File: config.mk
export PLATFORM = sky130hd
export DESIGN_NAME = if_stage_flat
export DESIGN_NICKNAME = d
export VERILOG_FILES = /design/src/rtl/if_stage_if.sv /design/src/rtl/if_stage.sv /design/src/flat_wrapper.sv
export SDC_FILE = /design/constraint.sdc
export NUM_CORES = 1
export LEC_CHECK = 0
export CAP_MARGIN = 10
export CORE_MARGIN = 2
export CORE_UTILIZATION = 49
export DETAILED_ROUTE_END_ITERATION = 7
export PLACE_DENSITY_LB_ADDON = 0.12
export SYNTH_ARGS = -nofsm -noshare
export SYNTH_HDL_FRONTEND = slang
export SYNTH_SLANG_ARGS = --single-unit
File: constraint.sdc
create_clock -name clk -period 4.08 [get_ports clk]
set_input_delay 0.816 -clock clk [delete_from_list [all_inputs] [get_ports clk]]
set_output_delay 0.816 -clock clk [all_outputs]
set_load 0.005 [all_outputs]
File: src/rtl/if_stage_if.sv
// Bundle of signals between the fetch stage and its surroundings.
// Inputs are stall, redirect, the redirect target and the fetched word; outputs are the fetch address and IF/ID contents.
interface if_stage_if #(
  parameter int XLEN = 32
) ();
  logic            stall;
  logic            redirect;
  logic [XLEN-1:0] redirect_target;
  logic [XLEN-1:0] imem_addr;
  logic [31:0]     imem_rdata;
  logic [XLEN-1:0] if_id_pc;
  logic [31:0]     if_id_instr;
  logic            if_id_valid;
  logic [XLEN-1:0] fetch_count;

  // The fetch stage itself.
  modport master (
    input  stall, redirect, redirect_target, imem_rdata,
    output imem_addr, if_id_pc, if_id_instr, if_id_valid, fetch_count
  );

  // Hazard unit, branch resolution and instruction memory.
  modport slave (
    output stall, redirect, redirect_target, imem_rdata,
    input  imem_addr, if_id_pc, if_id_instr, if_id_valid, fetch_count
  );
endinterface

File: src/rtl/if_stage.sv
// Instruction fetch stage: PC register, combinational imem read, IF/ID latch.
// Edge priority is reset, then redirect (flush), then stall (hold), then advance.
module if_stage #(
  parameter int               XLEN         = 32,
  parameter logic [XLEN-1:0]  RESET_VECTOR = 32'h00000000,
  parameter logic [31:0]      NOP_INSTR    = 32'h00000013
) (
  input  logic        clk,
  input  logic        rst,
  if_stage_if.master  bus
);

  logic [XLEN-1:0] pc;
  logic [XLEN-1:0] if_id_pc_q;
  logic [31:0]     if_id_instr_q;
  logic            if_id_valid_q;
  logic [XLEN-1:0] fetch_count_q;
  logic [XLEN-1:0] pc_plus4;
  logic [XLEN-1:0] target_aligned;

  // Both additions wrap naturally at the register width.
  assign pc_plus4       = pc + XLEN'(4);
  assign target_aligned = {bus.redirect_target[XLEN-1:2], 2'b00};

  always_ff @(posedge clk) begin
    if (rst) begin
      pc            <= RESET_VECTOR;
      if_id_pc_q    <= '0;
      if_id_instr_q <= NOP_INSTR;
      if_id_valid_q <= 1'b0;
      fetch_count_q <= '0;
    end else if (bus.redirect) begin
      // The word currently being fetched is on the wrong path, so a bubble goes into IF/ID.
      pc            <= target_aligned;
      if_id_pc_q    <= '0;
      if_id_instr_q <= NOP_INSTR;
      if_id_valid_q <= 1'b0;
    end else if (!bus.stall) begin
      pc            <= pc_plus4;
      if_id_pc_q    <= pc;
      if_id_instr_q <= bus.imem_rdata;
      if_id_valid_q <= 1'b1;
      fetch_count_q <= fetch_count_q + XLEN'(1);
    end
  end

  assign bus.imem_addr   = pc;
  assign bus.if_id_pc    = if_id_pc_q;
  assign bus.if_id_instr = if_id_instr_q;
  assign bus.if_id_valid = if_id_valid_q;
  assign bus.fetch_count = fetch_count_q;

endmodule

File: src/flat_wrapper.sv
// flat-port wrapper written by rule: the top's interface ports become plain ports
module if_stage_flat 
#(
  parameter int               XLEN         = 32,
  parameter logic [XLEN-1:0]  RESET_VECTOR = 32'h00000000,
  parameter logic [31:0]      NOP_INSTR    = 32'h00000013
)
  (clk, rst, bus_stall, bus_redirect, bus_redirect_target, bus_imem_rdata, bus_imem_addr, bus_if_id_pc, bus_if_id_instr, bus_if_id_valid, bus_fetch_count);
  if_stage_if #(.XLEN(XLEN)) bus_i ();
  input  logic clk;
  input  logic rst;
  input wire logic [$bits(bus_i.stall)-1:0] bus_stall;
  input wire logic [$bits(bus_i.redirect)-1:0] bus_redirect;
  input wire logic [$bits(bus_i.redirect_target)-1:0] bus_redirect_target;
  input wire logic [$bits(bus_i.imem_rdata)-1:0] bus_imem_rdata;
  output wire logic [$bits(bus_i.imem_addr)-1:0] bus_imem_addr;
  output wire logic [$bits(bus_i.if_id_pc)-1:0] bus_if_id_pc;
  output wire logic [$bits(bus_i.if_id_instr)-1:0] bus_if_id_instr;
  output wire logic [$bits(bus_i.if_id_valid)-1:0] bus_if_id_valid;
  output wire logic [$bits(bus_i.fetch_count)-1:0] bus_fetch_count;
  assign bus_i.stall = bus_stall;
  assign bus_i.redirect = bus_redirect;
  assign bus_i.redirect_target = bus_redirect_target;
  assign bus_i.imem_rdata = bus_imem_rdata;
  assign bus_imem_addr = bus_i.imem_addr;
  assign bus_if_id_pc = bus_i.if_id_pc;
  assign bus_if_id_instr = bus_i.if_id_instr;
  assign bus_if_id_valid = bus_i.if_id_valid;
  assign bus_fetch_count = bus_i.fetch_count;
  if_stage #(.XLEN(XLEN), .RESET_VECTOR(RESET_VECTOR), .NOP_INSTR(NOP_INSTR)) u_core (.clk(clk), .rst(rst), .bus(bus_i));
endmodule
==> flow_metrics.env <==
export IMPL_wl_um=15600
export IMPL_final_common_cell="clkdlybuf4s50_1"
export IMPL_max_freq_mhz=372
export IMPL_yosysWarnings=0
export IMPL_io_pins=197
export IMPL_netlist_instances=607
export IMPL_dr_pass1_iters=4
export IMPL_tns_ps=0
export IMPL_grt_start_max_net_pins=52
export IMPL_syn_area_per_cell_um2=9.06
export IMPL_drc=0
export IMPL_gp_congestion=0.857
export IMPL_die_area_um2=12100
export IMPL_grt_pass1_vias=5080
export IMPL_synth_top_cell_by_area="dfxtp_1"
export IMPL_grtUsageTotal_pct=26.4
export IMPL_dpl_hpwl_um=10700
export IMPL_clk_pin_slew_ps=60
export IMPL_grt_first_pass_wirelength_um=24600
export IMPL_arrival_ps=3150
export IMPL_final_cells=932
export IMPL_cts_root_buf="clkbuf_8"
export IMPL_wl_met1_um=6520
export IMPL_power_density_nw_per_um2=389
export IMPL_die_w_um=110
export IMPL_initial_core_util_pct=50.5
export IMPL_routed_wl_met3_um=1410
export IMPL_cts_hold_buf=0
export IMPL_design_area_um2=8030
export IMPL_clock_sink_count=125
export IMPL_crit_required_ps=4540
export IMPL_final_cell_mix="188 x clkdlybuf4s50_1, 125 x dfxtp_1, 100 x nor2_1, 62 x mux2i_1, 25 x a21oi_1"
export IMPL_hold_viol_final=0
export IMPL_relSlewSlack_pct=43.3
export IMPL_finalCritPeriodShare_pct=65.9
export IMPL_status="completed"
export IMPL_layout_drive_gt1_share_pct=5.30
export IMPL_first_iter_violations=323
export IMPL_path_max_fanout=21
export IMPL_top_layer="met4"
export IMPL_netlist_area_um2=5500
export IMPL_setup_viol_count_final=0
export IMPL_rsz0062_at_grt="no"
export IMPL_period_needed_ps=2690
export IMPL_grt_antenna_before_repair=0
export IMPL_numCtsBuffers=17
export IMPL_synthToLayoutAreaGrowth_pct=46.0
export IMPL_drv_cap=0
export IMPL_end_kind="flop"
export IMPL_p_leak_nw=2.92
export IMPL_total_power_mw=3.12
export IMPL_routed_via_count=5295
export IMPL_cts_htree_levels=4
export IMPL_cts_tree="yes"
export IMPL_critical_path_class="input pin to flop"
export IMPL_dp_cells=900
export IMPL_worst_setup_path_start_kind="input pin"
export IMPL_synth_top_area_share_pct=45.5
export IMPL_yosysSeqAreaShare_pct=45.5
export IMPL_fp_dieH_um=110
export IMPL_route_met2_wl_um=7300
export IMPL_finClkSkew_ps=8.48
export IMPL_ir_drop_uv=320
export IMPL_timing_final_ws_setup_ps=1390
export IMPL_pre_cts_ws_ps=851
export IMPL_portBuffers=190
export IMPL_whs_ps=458
export IMPL_tightestPinTransition_ps=848
export IMPL_ys_ff_latch=125
export IMPL_dpl_cell_area_um2=7430
export IMPL_synth_cell_types=46
export IMPL_gr_total_overflow=0
export IMPL_max_clock_path_buffers=2
export IMPL_num_rows=38
export IMPL_via_per_inst=5.68
export IMPL_synth_area_leaders="dfxtp_1 45%, mux2i_1 11%, nor2_1 6.8%, or4_1 3.1%, o31ai_1 3.0%"
export IMPL_postCtsSetupBuffers=0
export IMPL_slew_viol_final=0
export IMPL_cts_resized=0
export IMPL_avgRoutedWirePerCell_um=16.7
export IMPL_post_route_util_pct=73.8
export IMPL_clk_latency_ps=530
export IMPL_hp_class="flop to flop"
export IMPL_core_region_area_um2=10900
export IMPL_diodes=0
export IMPL_drtAntennaViolNets=0
export IMPL_finalNetCount=849
[routing by layer]
| layer | global-route usage, % | up-vias |
|---|---|---|
| met4 | 11.8 | 0 |
| met1 | 32.2 | 2518 |
| met3 | 10.1 | 30 |
| met2 | 41.4 | 194 |
| met5 | 0 | - |
| li1 | - | 2553 |
[sequential cells by signal, summed over array words and instances, names as in the netlist]
name	flops
u_core.bus.if_id_instr	32
u_core.bus.if_id_valid	1
u_core.bus.if_id_pc	30
u_core.bus.imem_addr	30
u_core.bus.fetch_count	32
[final timing paths]
| kind | start | endpoint | slack (ps) | cells past startpoint |
|---|---|---|---|---|
| setup / recovery | bus_redirect | u_core.bus.fetch_count[28]$_SDFFE_PP0P_ | 1390 | 6 |
| hold / removal | u_core.bus.if_id_valid$_SDFFE_PP0N_ | u_core.bus.if_id_valid$_SDFFE_PP0N_ | 460 | 2 |
| setup reg to reg | u_core.bus.imem_addr[3]$_SDFFE_PP0P_ | u_core.bus.imem_addr[28]$_SDFFE_PP0P_ | 1540 | 5 |
| hold reg to reg | u_core.bus.if_id_valid$_SDFFE_PP0N_ | u_core.bus.if_id_valid$_SDFFE_PP0N_ | 460 | 2 |
[cells in the mapped netlist (all sizes together)]
master / instances
nand2b: 2
or3: 10
or3b: 1
nor2: 100
ha: 2
a31oi: 2
nand3: 23
clkbuf: 33
nand2: 24
and4b: 2
o21ai: 8
dfxtp: 125
mux2i: 62
mux2: 2
nand4b: 1
nand4bb: 1
a21oi: 25
conb: 1
nor4bb: 1
o31a: 2
nand3b: 1
buf: 13
xor2: 13
o21bai: 1
and2: 2
a2111oi: 1
a311o: 1
nand4: 23
inv: 9
nor4: 11
nor2b: 4
and4: 10
or4: 23
nor3: 3
xnor2: 11
o31ai: 22
or2: 2
a211oi: 12
and3: 5
a21o: 1
a311oi: 12
[power breakdown]
part	switching, mW	internal, mW
clock network	0.515	1.01
registers	0.0506	1.26
logic	0.116	0.172
[critical path, stage by stage]
cell and delay (ps):
clkdlybuf4s50_1 420, buf_4 220, or3b_1 480, or3_4 520
or4_1 540, a21oi_1 150
[layout make-up]
cell class              instances  area (um2)
inverters                       9        33.8
clock inverters                 6         105
clock buffers                  26         498
well taps                     140         175
multi-input cells             430        2780
repair buffers                196        1940
fillers                       849        2860
flip-flops and latches        125        2500
[logic make-up (layout without fill, tap and decap cells)]
| group | after synthesis | in the layout | synth area share, % |
|---|---|---|---|
| AND/OR/NAND/NOR | 249 | 249 | 23.6 |
| flip-flops | 125 | 125 | 45.5 |
| AO/OA/AOI/OAI | 87 | 87 | 10.7 |
| multiplexers | 64 | 64 | 11.7 |
| buffers and inverters | 55 | 237 | 4.19 |
| XOR/XNOR | 24 | 24 | 3.82 |
| adder cells (fa/ha/maj) | 2 | 2 | 0.455 |
| other | 1 | 4 | 0.0682 |
No activity file was read; power rests on OpenSTA's default activity.
